==> src/rtl/threshold_frame_ctrl.sv <==
// Two-pass frame controller: pass 1 folds a frame into its maximum, pass 2 binarises against max >> 1.
// Optional build macro THRCTRL_MAXOUT_EN emits the frame maximum as a header token before pass 2.
module threshold_frame_ctrl #(
   parameter int unsigned FRAME_PIXELS = 262144,
   parameter int unsigned PIX_W        = 8,
   parameter int unsigned CNT_W        = 32
) (
   input  logic             CLK,
   input  logic             RESET,
   input  logic             START,
   output logic             BUSY,
   output logic             DONE,
   input  logic [PIX_W-1:0] In1_DATA,
   input  logic             In1_SEND,
   output logic             In1_ACK,
   input  logic [15:0]      In1_COUNT,
   output logic [PIX_W-1:0] Out1_DATA,
   output logic             Out1_SEND,
   input  logic             Out1_ACK,
   input  logic             Out1_RDY,
   output logic [15:0]      Out1_COUNT,
   output logic [PIX_W-1:0] MAX_VALUE
);

   localparam logic [CNT_W-1:0] LAST_IDX = CNT_W'(FRAME_PIXELS - 1);

   typedef enum logic [2:0] {
      S_IDLE,
      S_FOLD,
      S_LATCH,
`ifdef THRCTRL_MAXOUT_EN
      S_HDR,
`endif
      S_APPLY,
      S_FIN
   } state_t;

   state_t           state, state_nxt;
   logic [CNT_W-1:0] count, count_nxt;
   logic [PIX_W-1:0] max_r, max_nxt;
   logic [PIX_W-1:0] thr, thr_nxt;
   logic [PIX_W-1:0] max_value_nxt;

   // Count and ACK inputs are part of the shared actor interface but carry no information here
   logic unused_ok;
   assign unused_ok = ^{In1_COUNT, Out1_ACK};

   assign Out1_COUNT = 16'h1;
   assign BUSY       = (state != S_IDLE);
   assign DONE       = (state == S_FIN);

   // State and datapath registers
   always_ff @(posedge CLK or posedge RESET) begin
      if (RESET) begin
         state     <= S_IDLE;
         count     <= '0;
         max_r     <= '0;
         thr       <= '0;
         MAX_VALUE <= '0;
      end else begin
         state     <= state_nxt;
         count     <= count_nxt;
         max_r     <= max_nxt;
         thr       <= thr_nxt;
         MAX_VALUE <= max_value_nxt;
      end
   end

   // Next-state, datapath updates and handshake outputs
   always_comb begin
      state_nxt     = state;
      count_nxt     = count;
      max_nxt       = max_r;
      thr_nxt       = thr;
      max_value_nxt = MAX_VALUE;
      In1_ACK       = 1'b0;
      Out1_SEND     = 1'b0;
      Out1_DATA     = '0;

      case (state)
         S_IDLE: begin
            if (START) begin
               state_nxt = S_FOLD;
               count_nxt = '0;
               max_nxt   = '0;
            end
         end
         S_FOLD: begin
            In1_ACK = In1_SEND;
            if (In1_SEND) begin
               if (In1_DATA > max_r) max_nxt = In1_DATA;
               count_nxt = count + CNT_W'(1);
               if (count == LAST_IDX) state_nxt = S_LATCH;
            end
         end
         S_LATCH: begin
            thr_nxt       = max_r >> 1;
            max_value_nxt = max_r;
            count_nxt     = '0;
`ifdef THRCTRL_MAXOUT_EN
            state_nxt     = S_HDR;
`else
            state_nxt     = S_APPLY;
`endif
         end
`ifdef THRCTRL_MAXOUT_EN
         S_HDR: begin
            Out1_SEND = Out1_RDY;
            Out1_DATA = max_r;
            if (Out1_RDY) state_nxt = S_APPLY;
         end
`endif
         S_APPLY: begin
            // Both sides move together so no token is consumed without being emitted
            if (In1_SEND && Out1_RDY) begin
               In1_ACK   = 1'b1;
               Out1_SEND = 1'b1;
               Out1_DATA = (In1_DATA > thr) ? '1 : '0;
               count_nxt = count + CNT_W'(1);
               if (count == LAST_IDX) state_nxt = S_FIN;
            end
         end
         S_FIN: begin
            state_nxt = S_IDLE;
         end
         default: begin
            state_nxt = S_IDLE;
         end
      endcase
   end

endmodule

==> config.mk <==
export PLATFORM = sky130hd
export DESIGN_NAME = threshold_frame_ctrl
export DESIGN_NICKNAME = d
export VERILOG_FILES = /design/src/rtl/threshold_frame_ctrl.sv
export SDC_FILE = /design/constraint.sdc
export NUM_CORES = 1
export LEC_CHECK = 0
export ABC_CLOCK_PERIOD_IN_PS = 2600
export BUFFER_PORTS_ARGS = -buffer_cell sky130_fd_sc_hd__buf_2
export CAP_MARGIN = 10
export CORE_ASPECT_RATIO = 2
export CORE_MARGIN = 10
export CORE_UTILIZATION = 40
export CTS_CLUSTER_SIZE = 10
export DETAILED_ROUTE_END_ITERATION = 10
export GPL_TIMING_DRIVEN = 0
export PLACE_DENSITY = 0.7
export SLEW_MARGIN = 15
export SYNTH_ARGS = -nofsm -noshare
export SYNTH_HDL_FRONTEND = slang
export SYNTH_SLANG_ARGS = --single-unit
==> constraint.sdc <==
create_clock -name CLK -period 2.6 [get_ports CLK]
set_clock_uncertainty 0.05 [all_clocks]
set_input_delay 0.26 -clock CLK [delete_from_list [all_inputs] [get_ports CLK]]
set_output_delay 0.26 -clock CLK [all_outputs]
set_load 0.02 [all_outputs]
==> metrics.csv <==
metric,value,unit
cts_buffers,5,
grt_antenna_before_repair,0,
final_cell_mix,"dfrtp_1, nand2_1, buf_2",
n_antenna_cell,0,
r2r_cells,7,
die_w,84.3,um
synthFlopType,dfrtp_1,
setup_tns,0,ns
rsz0062_at_grt,false,
wl_per_cell,16.2,um
cts-root-buf,clkbuf_16,
p_leak,1.91,nW
portBuffers,32,
gp_congestion,0.833,
yosys_warnings,0,
max-vdd-ir-drop,0.282,mV
crit_arrival,2.17,ns
crit_required,2.29,ns
grt_use_total,0.131,
fin_crit_sh,0.953,
ios,66,
dpl.cell_count,508,
endpoint_kind,output port,
slew_violations,0,
worstHoldStart,In1_DATA[0],
finalSetupViolations,0,
drive_gt1_frac,0.223,
fin_cells,518,
grt_overflow_total,0,
synth_seq_area_share,0.385,
layout_min_cycle_time,2.48,ns
hold_path.class,input port to register,
ant_nets,0,
cts_tree,done,
rows,46,
drv_cap,0,
max_clock_freq,0.404,GHz
via_count,2857,
clockBufferDepth,2,
r2r_slack,0.24,ns
fillerInstances,796,
slew_headroom,0.339,
synth-edff-count,0,
die_y,149,um
drtIter0Drc,236,
clk_pin_slew,0.07,ns
crit_path_start_kind,register,
syn_inst,365,
r2r-start,max_r[1],
final_common_cell,dfrtp_1,
worstPathMaxFanout,10,
area_delta_synth_final,16.2,%
ys_ff_latch,51,
fin_nets,467,
tightestPinTransition,0.986,ns
routed_wl,8420,um
core_area,8000,um^2
power.density,625,nW/um^2
hold_depth,3,
synth.distinct_cells,51,
die_area,12500,um^2
clock-sinks,51,
vias_per_cell,5.52,
multi_input_area,1750,um^2
grt_pass1_wl,13700,um
grt_start_max_net_pins,36,
h-tree-depth,2,
r2r-end,max_r[1],
drc,0,
status,"complete, no violations",
crit_type,register to output port,
ys_async_sr_fraction,1.00,
grt_pass1_vias,2947,
final_hold_viol_count,0,
drtPass1Iterations,4,
syn_area_per_cell,9.07,um^2
min_to,max_r[0],
initial_utilization,0.414,
clock_latency,0.30,ns
post-dp-hpwl,6620,um
synthesis.area,3310,um^2
regArea,1280,um^2
## cell families after synthesis
logic type / count (synthesis) / synth area share
multiplexers: 13 / 0.0404
buffers and inverters: 54 / 0.104
AND/OR/NAND/NOR: 161 / 0.269
AO/OA/AOI/OAI: 58 / 0.111
XOR/XNOR: 10 / 0.0265
other: 2 / 0.00227
flip-flops: 51 / 0.385
adder cells (fa/ha/maj): 16 / 0.0605
## synthesized netlist by cell type, types with 5 or more instances
master	n	area share
nor2_1	23	0.026
nand4_1	16	0.030
and3_1	5	0.0094
xnor2_1	6	0.016
nand2_1	44	0.050
buf_4	23	0.052
or4_1	10	0.023
ha_1	16	0.060
o21ai_0	21	0.032
nor4_1	5	0.0094
nor3_1	10	0.015
a21oi_1	13	0.020
inv_1	18	0.020
nand3_1	15	0.023
and4_2	5	0.015
mux2i_1	10	0.030
or3_1	8	0.015
o211ai_1	6	0.014
dfrtp_1	51	0.39
## layer usage
metal / GRT usage / up-vias / part of all wire
met2: 0.253 / 73 / 0.57
met4: 0.0629 / 0 / 0.024
met5: 0 / - / 0
met1: 0.125 / 1383 / 0.36
li1: - / 1387 / -
met3: 0.0284 / 14 / 0.050
## sequential cells by signal, indices dropped and copies added (netlist names)
name / cells
count: 32
MAX_VALUE: 8
max_r: 8
state: 3
## report_power, final
group          internal, mW  total, mW  switching (mW)
Combinational         0.281      0.641           0.359
Clock                 0.410      0.715           0.305
Sequential            0.919       1.05           0.130
Total                  1.61       2.40           0.794
## cell type report
type	instances	share of cell area
clock inverters	1	0.00195
flip-flops and latches	51	0.332
multi-input cells	274	0.454
clock buffers	7	0.0397
inverters	18	0.0176
repair buffers	35	0.0514
plain buffers	36	0.0722
well taps	96	0.0312
## worst max-delay path by stage
stage,from,end,slack [ns],depth (start not counted)
2_1_floorplan,MAX_VALUE[2],Out1_DATA[1],0.25,8
3_3_place_gp,In1_DATA[1],max_r[1],0.28,7
3_5_place_dp,max_r[1],max_r[5],0.20,7
4_1_cts,MAX_VALUE[2],Out1_DATA[5],0.001,9
5_1_grt,state[2],Out1_DATA[4],0.02,8
6_report,state[2],Out1_DATA[5],0.12,8
## stage by stage
stage          power (mW)  hold WS, ns  cell area [um^2]  utilization  worst slack [ns]
2_1_floorplan        1.53        0.344              3370            -             0.248
3_3_place_gp         1.67        0.443              3650        0.456             0.281
3_5_place_dp         1.70        0.219              3670        0.459             0.205
4_1_cts              2.41        0.178              3840        0.480           0.00142
5_1_grt              2.55        0.194              3850        0.481            0.0216
6_report             2.40        0.174              3850        0.481             0.123
## timing repair
item | in CTS | in global routing
pin swaps | 1 | 1
hold endpoints to repair | 16 | 0
hold buffers | 1 | 0
setup buffers | 0 | 1
gates resized for setup | 0 | 1
endpoints found under the setup margin | 7 | 8
## critical path, stage by stage, from the launching register on
cell and delay [ns]:
dfrtp_1 0.44, clkbuf_1 0.26, nor2_1 0.20, and4_1 0.23
o21ai_0 0.11, a211oi_2 0.20, buf_4 0.17, buf_4 0.10
buf_2 0.15
Power figures use the tool's default switching activity.
